===== config.mk =====
export PLATFORM = sky130hd
export DESIGN_NAME = sa_os_feeder
export DESIGN_NICKNAME = d
export VERILOG_FILES = /design/src/rtl/sa_os_feeder.sv
export SDC_FILE = /design/constraint.sdc
export NUM_CORES = 1
export LEC_CHECK = 0
export CAP_MARGIN = 20
export CELL_PAD_IN_SITES_DETAIL_PLACEMENT = 1
export CELL_PAD_IN_SITES_GLOBAL_PLACEMENT = 1
export CORE_ASPECT_RATIO = 0.5
export CORE_MARGIN = 2
export CORE_UTILIZATION = 33
export DETAILED_ROUTE_END_ITERATION = 6
export HOLD_SLACK_MARGIN = 0.05
export PLACE_DENSITY_LB_ADDON = 0.15
export SKIP_LAST_GASP = 1
export SLEW_MARGIN = 20
export SYNTH_ARGS = -nofsm -noshare
export SYNTH_HDL_FRONTEND = slang
export SYNTH_SLANG_ARGS = --single-unit

===== constraint.sdc =====
create_clock -name clk -period 3 [get_ports clk]
set_input_delay 0.3 -clock clk [delete_from_list [all_inputs] [get_ports clk]]
set_output_delay 0.3 -clock clk [all_outputs]
set_load 0.05 [all_outputs]

===== src/rtl/sa_os_feeder.sv =====
// ============================================================================
// Module   : sa_os_feeder
// Purpose  : Skewing operand feeder and tile sequencer for an output-stationary
//            systolic array.
// Revision : 1.0 - initial release
// ============================================================================
`default_nettype none

module sa_os_feeder #(
  parameter int A_H    = 16,
  parameter int B_W    = 16,
  parameter int WIDTH  = 8,
  parameter int PE_LAT = 2,
  parameter int KCNT_W = 16
) (
  input  logic                   clk,
  input  logic                   rst_n,
  input  logic                   in_valid,
  output logic                   in_ready,
  input  logic [A_H*WIDTH-1:0]   in_a,
  input  logic [B_W*WIDTH-1:0]   in_b,
  input  logic                   in_last,
  output logic [A_H*WIDTH-1:0]   A,
  output logic [B_W*WIDTH-1:0]   B,
  output logic                   clc,
  output logic                   done,
  output logic                   result_valid,
  output logic [KCNT_W-1:0]      tile_k
);

  // done is registered, so it is raised one edge before its cycle.
  localparam int c_drain_n = A_H + B_W + PE_LAT;
  localparam int c_dcnt_w  = (c_drain_n > 2) ? $clog2(c_drain_n - 1) : 1;
  localparam logic [c_dcnt_w-1:0] c_dcnt_last = c_dcnt_w'(c_drain_n - 2);

  typedef enum logic [1:0] {
    S_IDLE   = 2'd0,
    S_STREAM = 2'd1,
    S_DRAIN  = 2'd2
  } state_t;

  state_t              r_state;
  logic                r_in_ready;
  logic [c_dcnt_w-1:0] r_dcnt;
  logic [KCNT_W-1:0]   r_kcnt;
  logic [KCNT_W-1:0]   r_tile_k;
  logic                r_clc;
  logic                r_done;
  logic                r_rv;

  logic w_accept;
  logic w_first;

  assign w_accept = in_valid & r_in_ready;
  assign w_first  = w_accept & (r_state == S_IDLE);

  always_ff @(posedge clk or negedge rst_n) begin
    if (!rst_n) begin
      r_state    <= S_IDLE;
      r_in_ready <= 1'b1;
      r_dcnt     <= '0;
      r_kcnt     <= '0;
      r_tile_k   <= '0;
      r_clc      <= 1'b0;
      r_done     <= 1'b0;
      r_rv       <= 1'b0;
    end else begin
      r_clc  <= w_first;
      r_done <= 1'b0;
      if (w_first) begin
        r_rv <= 1'b0;
      end
      if (w_accept) begin
        if (w_first) begin
          r_kcnt <= KCNT_W'(1);
        end else if (!(&r_kcnt)) begin
          r_kcnt <= r_kcnt + 1'b1;
        end
      end
      case (r_state)
        S_IDLE, S_STREAM: begin
          if (w_accept) begin
            if (in_last) begin
              r_state    <= S_DRAIN;
              r_in_ready <= 1'b0;
              r_dcnt     <= '0;
            end else begin
              r_state <= S_STREAM;
            end
          end
        end
        S_DRAIN: begin
          if (r_dcnt == c_dcnt_last) begin
            r_state    <= S_IDLE;
            r_in_ready <= 1'b1;
            r_done     <= 1'b1;
            r_rv       <= 1'b1;
            r_tile_k   <= r_kcnt;
          end else begin
            r_dcnt <= r_dcnt + 1'b1;
          end
        end
        default: begin
          r_state    <= S_IDLE;
          r_in_ready <= 1'b1;
        end
      endcase
    end
  end

  assign in_ready     = r_in_ready;
  assign clc          = r_clc;
  assign done         = r_done;
  assign result_valid = r_rv;
  assign tile_k       = r_tile_k;

  // Lane i is delayed by 1+i stages; non-accept cycles inject zero bubbles.
  for (genvar i = 0; i < A_H; i++) begin : g_a_lane
    logic [WIDTH-1:0] r_sr [0:i];
    always_ff @(posedge clk or negedge rst_n) begin
      if (!rst_n) begin
        for (int k = 0; k <= i; k++) r_sr[k] <= '0;
      end else begin
        r_sr[0] <= w_accept ? in_a[WIDTH*i +: WIDTH] : '0;
        for (int k = 1; k <= i; k++) r_sr[k] <= r_sr[k-1];
      end
    end
    assign A[WIDTH*i +: WIDTH] = r_sr[i];
  end

  for (genvar j = 0; j < B_W; j++) begin : g_b_lane
    logic [WIDTH-1:0] r_sr [0:j];
    always_ff @(posedge clk or negedge rst_n) begin
      if (!rst_n) begin
        for (int k = 0; k <= j; k++) r_sr[k] <= '0;
      end else begin
        r_sr[0] <= w_accept ? in_b[WIDTH*j +: WIDTH] : '0;
        for (int k = 1; k <= j; k++) r_sr[k] <= r_sr[k-1];
      end
    end
    assign B[WIDTH*j +: WIDTH] = r_sr[j];
  end

endmodule

`default_nettype wire

==> metrics <==
status=finished clean; post-synthesis sequential area ratio=92.2%; Synth Register Bits=2,220; die footprint=186,000 um^2; Routed Antenna Nets=0; vias per cell=3.96; Initial Util=33.4%; combinational power share=7.6%; first-pass detailed-route iteration total=4; clock sink total=2,220; Area after DPL=67,200 um^2; Final Max Slew Viols=0; RSZ-0062 raised after global routing=no; TNS Setup=0 ns; worst stage delay on the critical path=0.90 ns; cts repair resizes=0; RD Place Congestion=0.767; most common cell in the synthesized netlist=dfrtp_1; clk_lat worst skew=0.81 ns; syn nets=3,197; skew final=0.0344 ns; largest net degree at the start of global routing=161; post-synthesis mux area share=0.359%; CP max stage cell=clkdlybuf4s50_1; hold_ws=0.117 ns; Worst Slack Setup Final=0.342 ns; Routed WL=104 mm; top cell type's share of synthesized area=92.1%; WP buf/inv=1; vias in the first global route=27,900; Sequential Power Share=53.1%; Final min period=2.66 ns; critical path class=register to primary output; synthesis-to-finish area growth=25.0%; Hold Crit Class=primary input to register; overall power=64.0 mW; Top delay family on crit path=buffers and inverters; Worst setup EP type=primary output; hold_sp=in_b[36]; Mapped Cells=2,934; GRT Util Overall=11.5%; final setup vio count=0; H-Tree Depth=4; sw frac=23.0%; initial antenna violation count=11; final hold vios=0; Clk pwr share=39.3%; final period utilization=88.6%; Pint=49.3 mW; IO buf count=535; crit path max fanout=4; worst path arrival time=2.36 ns; Synth area leader=dfrtp_1; Relative slew margins=44.8%; hpwl dp=62.0 mm; mapped cell area=60,300 um^2; Ports=536; synthesized area per cell=20.5 um^2; Rows=110; detailed router's first-iteration violation count=1,391; Synth Area in Simple Gates=3.29%; crit path cell chain=clkdlybuf4s50_1; reg2reg end=r_dcnt[2]; first-pass GRT wire length=166 mm; Synth Area in Compound Gates=0.600%; DR vias=24,200; largest family of logic cells by synthesized area=buffers and inverters; largest cells by area after synthesis=dfrtp_1 (92%), buf_4 (3.0%), and3_1 (2.7%); post-synthesis cell type count=52; Chip Width=608 um; Worst-Margin Slew=0.828 ns; r2r startpoint=in_ready; Final nets=3,837; Worst Path Required=2.70 ns; Ys Warns=0; CTS buffer count=196; Die Y=306 um; asr flop ratio synth=100%; Commonest cells post-synth=dfrtp_1 (2,219), and3_1 (260), buf_4 (241); WHS Endpoint=g_b_lane[4].r_sr[36]; Wirelength per Cell=16.9 um; Hold Crit Depth=2; DR DRC count=0; Register-to-Register Path Depth=4; crit path launch type=register; ys flop type=dfrtp_1; CTS tree=done; share of layout cells above drive strength 1=9.90%; Max Fclk=0.376 GHz; Psw=14.7 mW; clk buf depth=4; Clk pin slew, worst setup/hold paths=0.07 ns; Placement Setup Slack=0.887 ns; placeable core area=181,000 um^2; xor-xnor portion of the synthesized cell area=0%; Max-Cap Viols=0; Power Density=849 nW/um^2; root buffer cell=clkbuf_16; Post-Layout Inst Area=75,400 um^2; Reg2Reg Setup Slack=0.87 ns; GRT overflow=0; post-synthesis adder-cell area fraction=0.0623%; EDFF count, synth=0; LEAKAGE=37.5 nW; VDD IR max=0.481 mV
logic make-up after synthesis:
group	count (synthesis)
muxes	19
AOI/OAI and AO/OA	51
adders and majority gates	3
buffers and inverters	317
and+or+nand+nor	324
DFF	2220
registers in the layout (all words and copies together), names as in the netlist:
register	count
clc	1
B	120
r_state	2
g_a_lane.r_sr	968
A	120
g_b_lane.r_sr	968
result_valid	1
tile_k	16
r_kcnt	16
done	1
in_ready	1
r_dcnt	6
layout by cell type (no fill, tap or decap), types with 4 or more instances in the layout:
cell,instances
dfrtp_1,2219
clkdlybuf4s50_1,533
and3_1,260
clkbuf_16,199
dlygate4sd3_1,162
clkbuf_8,54
clkbuf_1,38
buf_4,30
clkinv_2,28
buf_12,22
mux2_1,16
nand2_1,14
bufinv_16,13
nand3_1,11
inv_1,10
o21ai_0,10
a21oi_1,10
nand4_1,9
nor2_1,6
and2_1,5
inv_6,5
o22ai_1,4
clkinvlp_4,4
metal layers:
layer | up-vias | part of all wire [%] | track usage, %
li1 | 10400 | - | -
met1 | 13200 | 37 | 13.0
met2 | 377 | 56 | 21.0
met3 | 252 | 4.1 | 2.62
met4 | 2 | 3.5 | 4.27
met5 | - | 0.013 | 0
what timing repair did:
action / 4_1_cts / 5_1_grt
hold buffers: 162 / 0
setup buffers: 0 / 0
endpoints found under the hold margin: 1915 / 0
layout make-up:
class | count | area (um^2)
Antenna cell | 2 | 5.00
Clock buffer | 291 | 5870
Clock inverter | 52 | 622
Fill cell | 17200 | 105000
Inverter | 10 | 37.5
Multi-Input combinational cell | 397 | 2600
Sequential cell | 2220 | 55600
Tap cell | 2408 | 3010
Timing Repair Buffer | 749 | 7660
power by group through the flow:
stage | registers (mW) | logic, mW | clock network, mW
4_1_cts | 34.0 | 5.05 | 26.3
3_3_place_gp | 34.4 | 4.76 | 0
3_5_place_dp | 34.6 | 4.83 | 0
6_report | 33.9 | 4.88 | 25.2
5_1_grt | 34.3 | 5.31 | 27.6
2_1_floorplan | 34.6 | 2.40 | 0
worst max path at each step:
stage                  start        end  cells past startpoint  slack (ns)
finish              in_ready   in_ready                      1        0.34
detailed placement  in_ready  r_dcnt[2]                      4        0.89
global route        in_ready   in_ready                      1        0.22
CTS                 in_ready   in_ready                      1        0.19
floorplan           in_ready  r_dcnt[2]                      6        1.15
global placement    in_ready  r_dcnt[2]                      4        0.99
through the flow:
stage / utilization [%] / std cells
global placement: 37.2 / 5622
detailed placement: 37.2 / 5622
floorplan: - / 2934
CTS: 41.7 / 6127
global route: 41.7 / 6127
finish: 41.7 / 6129
Note: power is estimated with default switching activity, not from simulation.
